==> src/rtl/bluejay_data_if.sv <==
// ----------------------------------------------------------------------------
// bluejay_data_if
//   Bundle of the line-FIFO read port and the Bluejay display output port.
//
//   start_clocking_frame_data : level request to clock out one frame
//   fifo_data_out             : FIFO read data, valid one cycle after a strobe
//   line_of_data_available    : FIFO holds at least one complete line
//   fifo_empty                : FIFO empty flag
//   get_next_word             : FIFO read strobe, one word per high cycle
//   data_o                    : pixel word to the display
//   sync                      : one-cycle line-start pulse
//   valid                     : data_o carries a new word this cycle
//
//   master : the bluejay_data block (consumes FIFO, drives display)
//   slave  : the environment (FIFO + display side)
// ----------------------------------------------------------------------------
interface bluejay_data_if;
    logic        start_clocking_frame_data;
    logic [31:0] fifo_data_out;
    logic        line_of_data_available;
    logic        fifo_empty;
    logic        get_next_word;
    logic [31:0] data_o;
    logic        sync;
    logic        valid;

    modport master (
        input  start_clocking_frame_data,
        input  fifo_data_out,
        input  line_of_data_available,
        input  fifo_empty,
        output get_next_word,
        output data_o,
        output sync,
        output valid
    );

    modport slave (
        output start_clocking_frame_data,
        output fifo_data_out,
        output line_of_data_available,
        output fifo_empty,
        input  get_next_word,
        input  data_o,
        input  sync,
        input  valid
    );
endinterface

==> src/rtl/bluejay_data.sv <==
// ----------------------------------------------------------------------------
// bluejay_data
//   Reads display lines out of a line FIFO and clocks them to the Bluejay
//   display. Each line is announced by a one-cycle sync pulse, followed by
//   WORDS_PER_LINE FIFO reads and GAP_CYCLES idle cycles. A frame is
//   LINES_PER_FRAME lines; a new frame starts only when the start level is
//   seen in IDLE.
//
//   Ports:
//     fpga_clk : clock, all state on its rising edge
//     reset_n  : asynchronous active-low reset
//     bus      : bluejay_data_if.master (FIFO read port + display output)
//
//   Parameters:
//     WORDS_PER_LINE  : 32-bit words per display line
//     LINES_PER_FRAME : lines per frame
//     GAP_CYCLES      : idle cycles after each line's last FIFO read
// ----------------------------------------------------------------------------
module bluejay_data #(
    parameter int unsigned WORDS_PER_LINE  = 40,
    parameter int unsigned LINES_PER_FRAME = 1024,
    parameter int unsigned GAP_CYCLES      = 4
) (
    input  logic            fpga_clk,
    input  logic            reset_n,
    bluejay_data_if.master  bus
);

    localparam int unsigned WW = $clog2(WORDS_PER_LINE) + 1;
    localparam int unsigned LW = $clog2(LINES_PER_FRAME) + 1;
    localparam int unsigned GW = $clog2(GAP_CYCLES) + 1;

    localparam logic [WW-1:0] WORD_MAX = WW'(WORDS_PER_LINE);
    localparam logic [LW-1:0] LINE_MAX = LW'(LINES_PER_FRAME);
    localparam logic [GW-1:0] GAP_MAX  = GW'(GAP_CYCLES);

    typedef enum logic [2:0] {
        IDLE,
        WAIT_LINE,
        SYNC,
        READ,
        GAP
    } state_t;

    state_t        state_q, state_d;
    logic [WW-1:0] word_cnt_q, word_cnt_d;
    logic [LW-1:0] line_cnt_q, line_cnt_d;
    logic [GW-1:0] gap_cnt_q, gap_cnt_d;

    logic          rd;
    logic          rd_d1;
    logic [31:0]   data_q;
    logic          valid_q;

    // ------------------------------------------------------------------------
    // Next-state, counter updates and combinational outputs
    // ------------------------------------------------------------------------
    always_comb begin
        state_d    = state_q;
        word_cnt_d = word_cnt_q;
        line_cnt_d = line_cnt_q;
        gap_cnt_d  = gap_cnt_q;

        // The SYNC cycle already reads word 0; an empty FIFO stalls the read
        // without leaving the line.
        rd = ((state_q == SYNC) || (state_q == READ)) &&
             !bus.fifo_empty && (word_cnt_q < WORD_MAX);

        unique case (state_q)
            IDLE: begin
                if (bus.start_clocking_frame_data) begin
                    state_d    = WAIT_LINE;
                    line_cnt_d = '0;
                end
            end

            WAIT_LINE: begin
                if (bus.line_of_data_available && !bus.fifo_empty) begin
                    state_d    = SYNC;
                    word_cnt_d = '0;
                end
            end

            SYNC, READ: begin
                state_d = READ;
                if (rd) begin
                    word_cnt_d = word_cnt_q + WW'(1);
                    if (word_cnt_q + WW'(1) == WORD_MAX) begin
                        state_d   = GAP;
                        gap_cnt_d = '0;
                    end
                end
            end

            GAP: begin
                // A GAP_CYCLES of zero still spends one cycle here.
                if (gap_cnt_q + GW'(1) >= GAP_MAX) begin
                    gap_cnt_d  = '0;
                    line_cnt_d = line_cnt_q + LW'(1);
                    if (line_cnt_q + LW'(1) == LINE_MAX)
                        state_d = IDLE;
                    else
                        state_d = WAIT_LINE;
                end else begin
                    gap_cnt_d = gap_cnt_q + GW'(1);
                end
            end

            default: begin
                state_d = IDLE;
            end
        endcase
    end

    // ------------------------------------------------------------------------
    // State and counter registers
    // ------------------------------------------------------------------------
    always_ff @(posedge fpga_clk or negedge reset_n) begin
        if (!reset_n) begin
            state_q    <= IDLE;
            word_cnt_q <= '0;
            line_cnt_q <= '0;
            gap_cnt_q  <= '0;
        end else begin
            state_q    <= state_d;
            word_cnt_q <= word_cnt_d;
            line_cnt_q <= line_cnt_d;
            gap_cnt_q  <= gap_cnt_d;
        end
    end

    // ------------------------------------------------------------------------
    // Output pipeline: strobe in cycle N, FIFO data present in N+1 and
    // captured at its end, so data_o/valid appear in N+2. data_o holds its
    // last word whenever nothing new arrives.
    // ------------------------------------------------------------------------
    always_ff @(posedge fpga_clk or negedge reset_n) begin
        if (!reset_n) begin
            rd_d1   <= 1'b0;
            valid_q <= 1'b0;
            data_q  <= '0;
        end else begin
            rd_d1   <= rd;
            valid_q <= rd_d1;
            if (rd_d1)
                data_q <= bus.fifo_data_out;
        end
    end

    assign bus.get_next_word = rd;
    assign bus.sync          = (state_q == SYNC);
    assign bus.data_o        = data_q;
    assign bus.valid         = valid_q;

endmodule

==> src/flat_wrapper.sv <==
// flat-port wrapper written by rule: the top's interface ports become plain ports
module bluejay_data_flat 
#(
    parameter int unsigned WORDS_PER_LINE  = 40,
    parameter int unsigned LINES_PER_FRAME = 1024,
    parameter int unsigned GAP_CYCLES      = 4
)
  (fpga_clk, reset_n, bus_start_clocking_frame_data, bus_fifo_data_out, bus_line_of_data_available, bus_fifo_empty, bus_get_next_word, bus_data_o, bus_sync, bus_valid);
  bluejay_data_if bus_i ();
  input  logic fpga_clk;
  input  logic reset_n;
  input wire logic [$bits(bus_i.start_clocking_frame_data)-1:0] bus_start_clocking_frame_data;
  input wire logic [$bits(bus_i.fifo_data_out)-1:0] bus_fifo_data_out;
  input wire logic [$bits(bus_i.line_of_data_available)-1:0] bus_line_of_data_available;
  input wire logic [$bits(bus_i.fifo_empty)-1:0] bus_fifo_empty;
  output wire logic [$bits(bus_i.get_next_word)-1:0] bus_get_next_word;
  output wire logic [$bits(bus_i.data_o)-1:0] bus_data_o;
  output wire logic [$bits(bus_i.sync)-1:0] bus_sync;
  output wire logic [$bits(bus_i.valid)-1:0] bus_valid;
  assign bus_i.start_clocking_frame_data = bus_start_clocking_frame_data;
  assign bus_i.fifo_data_out = bus_fifo_data_out;
  assign bus_i.line_of_data_available = bus_line_of_data_available;
  assign bus_i.fifo_empty = bus_fifo_empty;
  assign bus_get_next_word = bus_i.get_next_word;
  assign bus_data_o = bus_i.data_o;
  assign bus_sync = bus_i.sync;
  assign bus_valid = bus_i.valid;
  bluejay_data #(.WORDS_PER_LINE(WORDS_PER_LINE), .LINES_PER_FRAME(LINES_PER_FRAME), .GAP_CYCLES(GAP_CYCLES)) u_core (.fpga_clk(fpga_clk), .reset_n(reset_n), .bus(bus_i));
endmodule
==> config.mk <==
export PLATFORM = sky130hd
export DESIGN_NAME = bluejay_data_flat
export DESIGN_NICKNAME = d
export VERILOG_FILES = /design/src/rtl/bluejay_data_if.sv /design/src/rtl/bluejay_data.sv /design/src/flat_wrapper.sv
export SDC_FILE = /design/constraint.sdc
export NUM_CORES = 1
export LEC_CHECK = 0
export CORE_ASPECT_RATIO = 0.8
export CORE_MARGIN = 2
export CORE_UTILIZATION = 40
export DETAILED_ROUTE_END_ITERATION = 12
export DONT_BUFFER_PORTS = 1
export MAX_ROUTING_LAYER = met4
export RECOVER_POWER = 100
export SLEW_MARGIN = 20
export SYNTH_ARGS = -nofsm -noshare
export SYNTH_HDL_FRONTEND = slang
export SYNTH_SLANG_ARGS = --single-unit
==> constraint.sdc <==
create_clock -name fpga_clk -period 3.1 [get_ports fpga_clk]
set_clock_uncertainty 0.15 [all_clocks]
set_input_delay 0.31 -clock fpga_clk [delete_from_list [all_inputs] [get_ports fpga_clk]]
set_output_delay 0.31 -clock fpga_clk [all_outputs]
set_load 0.05 [all_outputs]
== After elaboration in Yosys (flattened, before gate mapping) ==
Cells that the tools add are included.
W data, S select, Z words.

* Add/subtract/negate cells: 3
* $lt $le $gt $ge: 2
* Eq/ne operators: 11
* Multiplexer cells: 17
* Reductions and logical operators: 14

{| class="wikitable"
|+ Operator list
! operator !! number
|-
| $mux W3 || 8
|-
| $mux W11 || 2
|-
| $pmux W11 S2 || 1
|-
| $mux W7 || 2
|-
| $pmux W7 S2 || 1
|-
| $pmux W3 S4 || 1
|-
| $reduce_and A3 Y1 || 4
|-
| $add A11 B1 Y11 const B || 1
|-
| $eq A11 B11 Y1 const B || 1
|-
| $ne A2 B1 Y1 const B || 4
|-
| $add A7 B1 Y7 const B || 1
|-
| $eq A7 B6 Y1 const B || 1
|-
| $lt A7 B6 Y1 const B || 1
|-
| $eq A3 B2 Y1 const B || 2
|-
| $pmux W3 S2 || 1
|-
| $reduce_bool A2 Y1 || 3
|-
| $add A3 B1 Y3 const B || 1
|-
| $eq A3 B1 Y1 const B || 1
|-
| $eq A3 B3 Y1 const B || 1
|-
| $ge A3 B3 Y1 const B || 1
|-
| $logic_and A1 B1 Y1 || 3
|-
| $logic_not A3 Y1 || 1
|-
| $ne A2 B2 Y1 const B || 1
|-
| $reduce_or A2 Y1 || 1
|-
| other kinds (3) || 3
|}

* Flip-flop bits (word level): 58
* Input port bits: 37
* Logic and storage cells: 54

== Depth between registers and ports, before layout ==
* Depth after elaboration: 6
* Depth in mapped cells: 7
* Gate-level depth less buffers: 5

== Worst setup path before layout ==
OpenSTA, ideal clock, no wires.

* Path kind: register to register
* Start: register u_core.gap_cnt_q[0]
* End: register u_core.line_cnt_q[10]
* Setup time: 0.121 ns
* Arrival time: 1.701 ns
* Slack: 1.128 ns
* Stages on the path, launching flop included: 6
* Path buffers: 0
* Period minus slack after synthesis: 1.972 ns
* Path through: dfrtp_1 ha_1 xnor2_1 a2111oi_2 o21ai_0 a22o_1

* Word-level cells in the longest chain between the ends: 4

{| class="wikitable"
|+ RTL lines
! what !! RTL line !! text
|-
| from (decl) || bluejay_data.sv:48 || <nowiki>logic [GW-1:0] gap_cnt_q, gap_cnt_d;</nowiki>
|-
| from (signal assigned) || bluejay_data.sv:128 || <nowiki>gap_cnt_q <= gap_cnt_d;</nowiki>
|-
| $add A3 B1 Y3 || bluejay_data.sv:97 || <nowiki>if (gap_cnt_q + GW'(1) >= GAP_MAX) begin</nowiki>
|-
| $ge A3 B3 Y1 || bluejay_data.sv:97 ||
|-
| $ne A2 B1 Y1 (no source line) || -- ||
|-
| $reduce_and A3 Y1 (no source line) || -- ||
|-
| to (signal assigned) || bluejay_data.sv:127 || <nowiki>line_cnt_q <= line_cnt_d;</nowiki>
|-
| to (decl) || bluejay_data.sv:47 || <nowiki>logic [LW-1:0] line_cnt_q, line_cnt_d;</nowiki>
|}

Every way passes these cells.
A chain may end at the register's enable or synchronous reset.

== Final worst setup path ==
* Start: register u_core.state_q[2]
* End: output bus_sync

* Word-level cells in the longest chain between the ends: 1

{| class="wikitable"
|+ RTL lines
! what !! RTL line !! text
|-
| from (decl) || bluejay_data.sv:45 || <nowiki>state_t state_q, state_d;</nowiki>
|-
| from (signal assigned) || bluejay_data.sv:125 || <nowiki>state_q <= state_d;</nowiki>
|-
| $eq A3 B2 Y1 || bluejay_data.sv:151 || <nowiki>assign bus.sync = (state_q == SYNC);</nowiki>
|-
| to (decl) || flat_wrapper.sv:18 || <nowiki>output wire logic [$bits(bus_i.sync)-1:0] bus_sync;</nowiki>
|}

Every way passes these cells.

==> flow_summary.json <==
{
  "min_period_ps": 2269,
  "crit_start": "u_core.state_q[2]",
  "dp_slack_ps": 828.3,
  "postCtsSetupRepairBufs": 0,
  "std_cell_rows": 26,
  "timing.final.max_slew_violations": 34,
  "hold_viol_final": 0,
  "status": "complete, but fails checks",
  "regArea_um2": 1451,
  "ys_seq_elements": 58,
  "htreeDepth": 3,
  "period_share_pct": 73.21,
  "start_kind": "register",
  "fill_cells": 563,
  "post-route-drc-count": 0,
  "antenna_found_initial": 0,
  "multi_input_area_um2": 1150,
  "drtPass1Iterations": 4,
  "grt_use_total_pct": 15.63,
  "die_h_um": 77.45,
  "finalSetupTns_ps": 0,
  "clk_pin_slew_ps": 70,
  "reg2reg_to": "u_core.line_cnt_q[10]",
  "ys_warn_count": 0,
  "wire_per_inst_um": 15.23,
  "initial_core_util_pct": 41.88,
  "drt_wl_total_um": 5377,
  "synthFlopType": "dfrtp_1",
  "drive_above_1_share_pct": 20.82,
  "ant_nets": 0,
  "grt_pass1_wl_um": 8700,
  "core_um2": 6441,
  "yosysSeqAreaShare_pct": 53.80,
  "rsz0062_at_grt": "false",
  "fin_nets": 305,
  "grt_overflow": 0,
  "cts_root_buffer": "clkbuf_8",
  "setup_viol": 0,
  "grt_max_degree": 59,
  "grt_pass1_vias": 1794,
  "cts_num_sinks": 58,
  "antenna_cells": 0,
  "relSlewSlack_pct": -11.82,
  "drv_cap": 1,
  "drt-initial-drc-count": 133,
  "tightest_slew_ps": 1677,
  "peakVddDrop_v": 0.0003132,
  "cp-end-kind": "output pin",
  "critical_path_class": "register to output pin",
  "cp_max_fo": 14,
  "synthArstFlopShare_pct": 100.0,
  "power_density_nw_per_um2": 729.2,
  "die_area_um2": 7421,
  "boundaryPins": 72,
  "mappedNetlistArea_um2": 2698,
  "clk_latency_ps": 320,
  "clockBufferDepth": 2,
  "cp-endpoint": "bus_sync",
  "cts_tree": "yes",
  "synth_cells": 230,
  "synth_top_area_share_pct": 53.80,
  "synth_most_common_cell": "dfrtp_1",
  "total_power_mw": 2.357,
  "dp.final_hpwl_um": 3461,
  "rr_worst_depth": 5,
  "area_delta_synth_final_pct": 19.81,
  "required_ps": 2640,
  "gp_congestion": 0.8178,
  "numCtsBuffers": 9,
  "syn_avg_cell_area_um2": 11.73,
  "synth_cell_types": 43,
  "worstHoldPathType": "input pin to register",
  "clock.fmax_mhz": 440.6,
  "dieWidth_um": 95.82,
  "vias": 1849,
  "rr_startpoint": "u_core.gap_cnt_q[0]",
  "r2r_slack_ps": 850,
  "worstPathArrival_ps": 1810,
  "synth_edf_count": 0,
  "synth_common_cells": "58 x dfrtp_1, 32 x mux2_2, 16 x nor2_1, 11 x nand2_1, 11 x o21ai_0",
  "portBuffers": 0,
  "vias_per_cell": 5.238,
  "p_leak_nw": 1.350,
  "synth_nets": 271,
  "synth_area_leaders": "dfrtp_1 54%, mux2_2 13%, nor2_1 2.2%",
  "setup_slack_ps": 830.5,
  "synth_top_area_cell": "dfrtp_1",
  "violations": "capacitance limit, slew limit"
}
registers in the layout, summed over array words and instances, names as in the netlist:
name,flops
u_core.bus.data_o,32
u_core.line_cnt_q,11
u_core.word_cnt_q,7
u_core.gap_cnt_q,3
u_core.state_q,3
u_core.bus.valid,1
u_core.rd_d1,1
metrics by stage:
stage | utilization [%] | std cells | cell area, um^2 | hold WS (ps)
5_1_grt | 50.17 | 353 | 3232 | 113.0
6_report | 50.17 | 353 | 3232 | 105.5
3_3_place_gp | 42.58 | 303 | 2743 | -134.4
3_5_place_dp | 42.58 | 303 | 2743 | -134.4
2_1_floorplan | - | 230 | 2698 | -135.6
4_1_cts | 50.80 | 353 | 3272 | 76.27
layer usage:
layer  wire length (um)  GRT usage (%)  share of wire [%]  vias to the layer above
met4                 64          6.000                1.2                        0
li1                   -              -                  -                      903
met2               2271          22.17                 42                       76
met3                453          5.146                8.4                        6
met5                  0              -                  0                        -
met1               2588          20.76                 48                      864
worst max-delay path, stage by stage, from the launching register on:
cell and delay, ps:
dfrtp_1 530, nand2b_1 260, nor2_1 700
final cells by class:
class                   count  area share (%)
clock inverters             5          0.9292
flip-flops and latches     58           44.91
clock buffers              11           4.375
multi-input cells         156           35.58
repair buffers             35           10.49
inverters                   4          0.4646
well taps                  84           3.252
timing repair:
| item | in CTS | in global routing |
|---|---|---|
| hold buffers | 34 | 0 |
| hold endpoints to repair | 90 | 0 |
| gates resized for setup | 0 | 0 |
kinds of logic after synthesis:
family	share of synthesized area, %
adders and majority gates	1.855
and+or+nand+nor	13.45
buffers and inverters	3.061
AOI/OAI and AO/OA	11.87
muxes	13.36
DFF	53.80
xor gates and xnor gates	2.597
power breakdown:
| group | leakage (nW) | switching [mW] | internal [mW] |
|---|---|---|---|
| Clock | 0.0851 | 0.288 | 0.307 |
| Combinational | 0.573 | 0.188 | 0.215 |
| Sequential | 0.692 | 0.466 | 0.893 |
| Total | 1.35 | 0.942 | 1.41 |
how the worst min path moves through the flow:
stage,start,to,slack [ps],cells after the start
floorplan,reset_n,u_core.bus.data_o[0],-140,0
global placement,reset_n,u_core.bus.data_o[10],-130,0
detailed placement,reset_n,u_core.bus.data_o[5],-130,0
CTS,bus_fifo_empty,u_core.state_q[1],80,3
global route,bus_fifo_empty,u_core.state_q[1],110,3
finish,bus_fifo_empty,u_core.state_q[1],110,3
cell usage in the layout, fill, tap and decap left out, types with 2 or more instances in the layout:
master and instances:
a21o_1 4, dlygate4sd3_1 33, dfrtp_1 58, xnor2_1 4
inv_1 4, or4b_1 2, nand2_1 11, mux2_2 32
nand2b_1 2, clkinv_2 3, nor3_1 3, nor4_1 5
a31oi_1 2, clkinvlp_4 2, clkbuf_8 10, a22o_1 2
nand4_1 2, ha_1 4, a21oi_1 8, o21ai_0 14
nand3_1 10, o21a_1 3, xor2_1 4, nor2_1 16
and3_1 4, o31ai_1 2, o22ai_1 2, a31o_2 2
clkbuf_1 2, nor2b_1 4
Note: power is estimated with default switching activity, not from simulation.
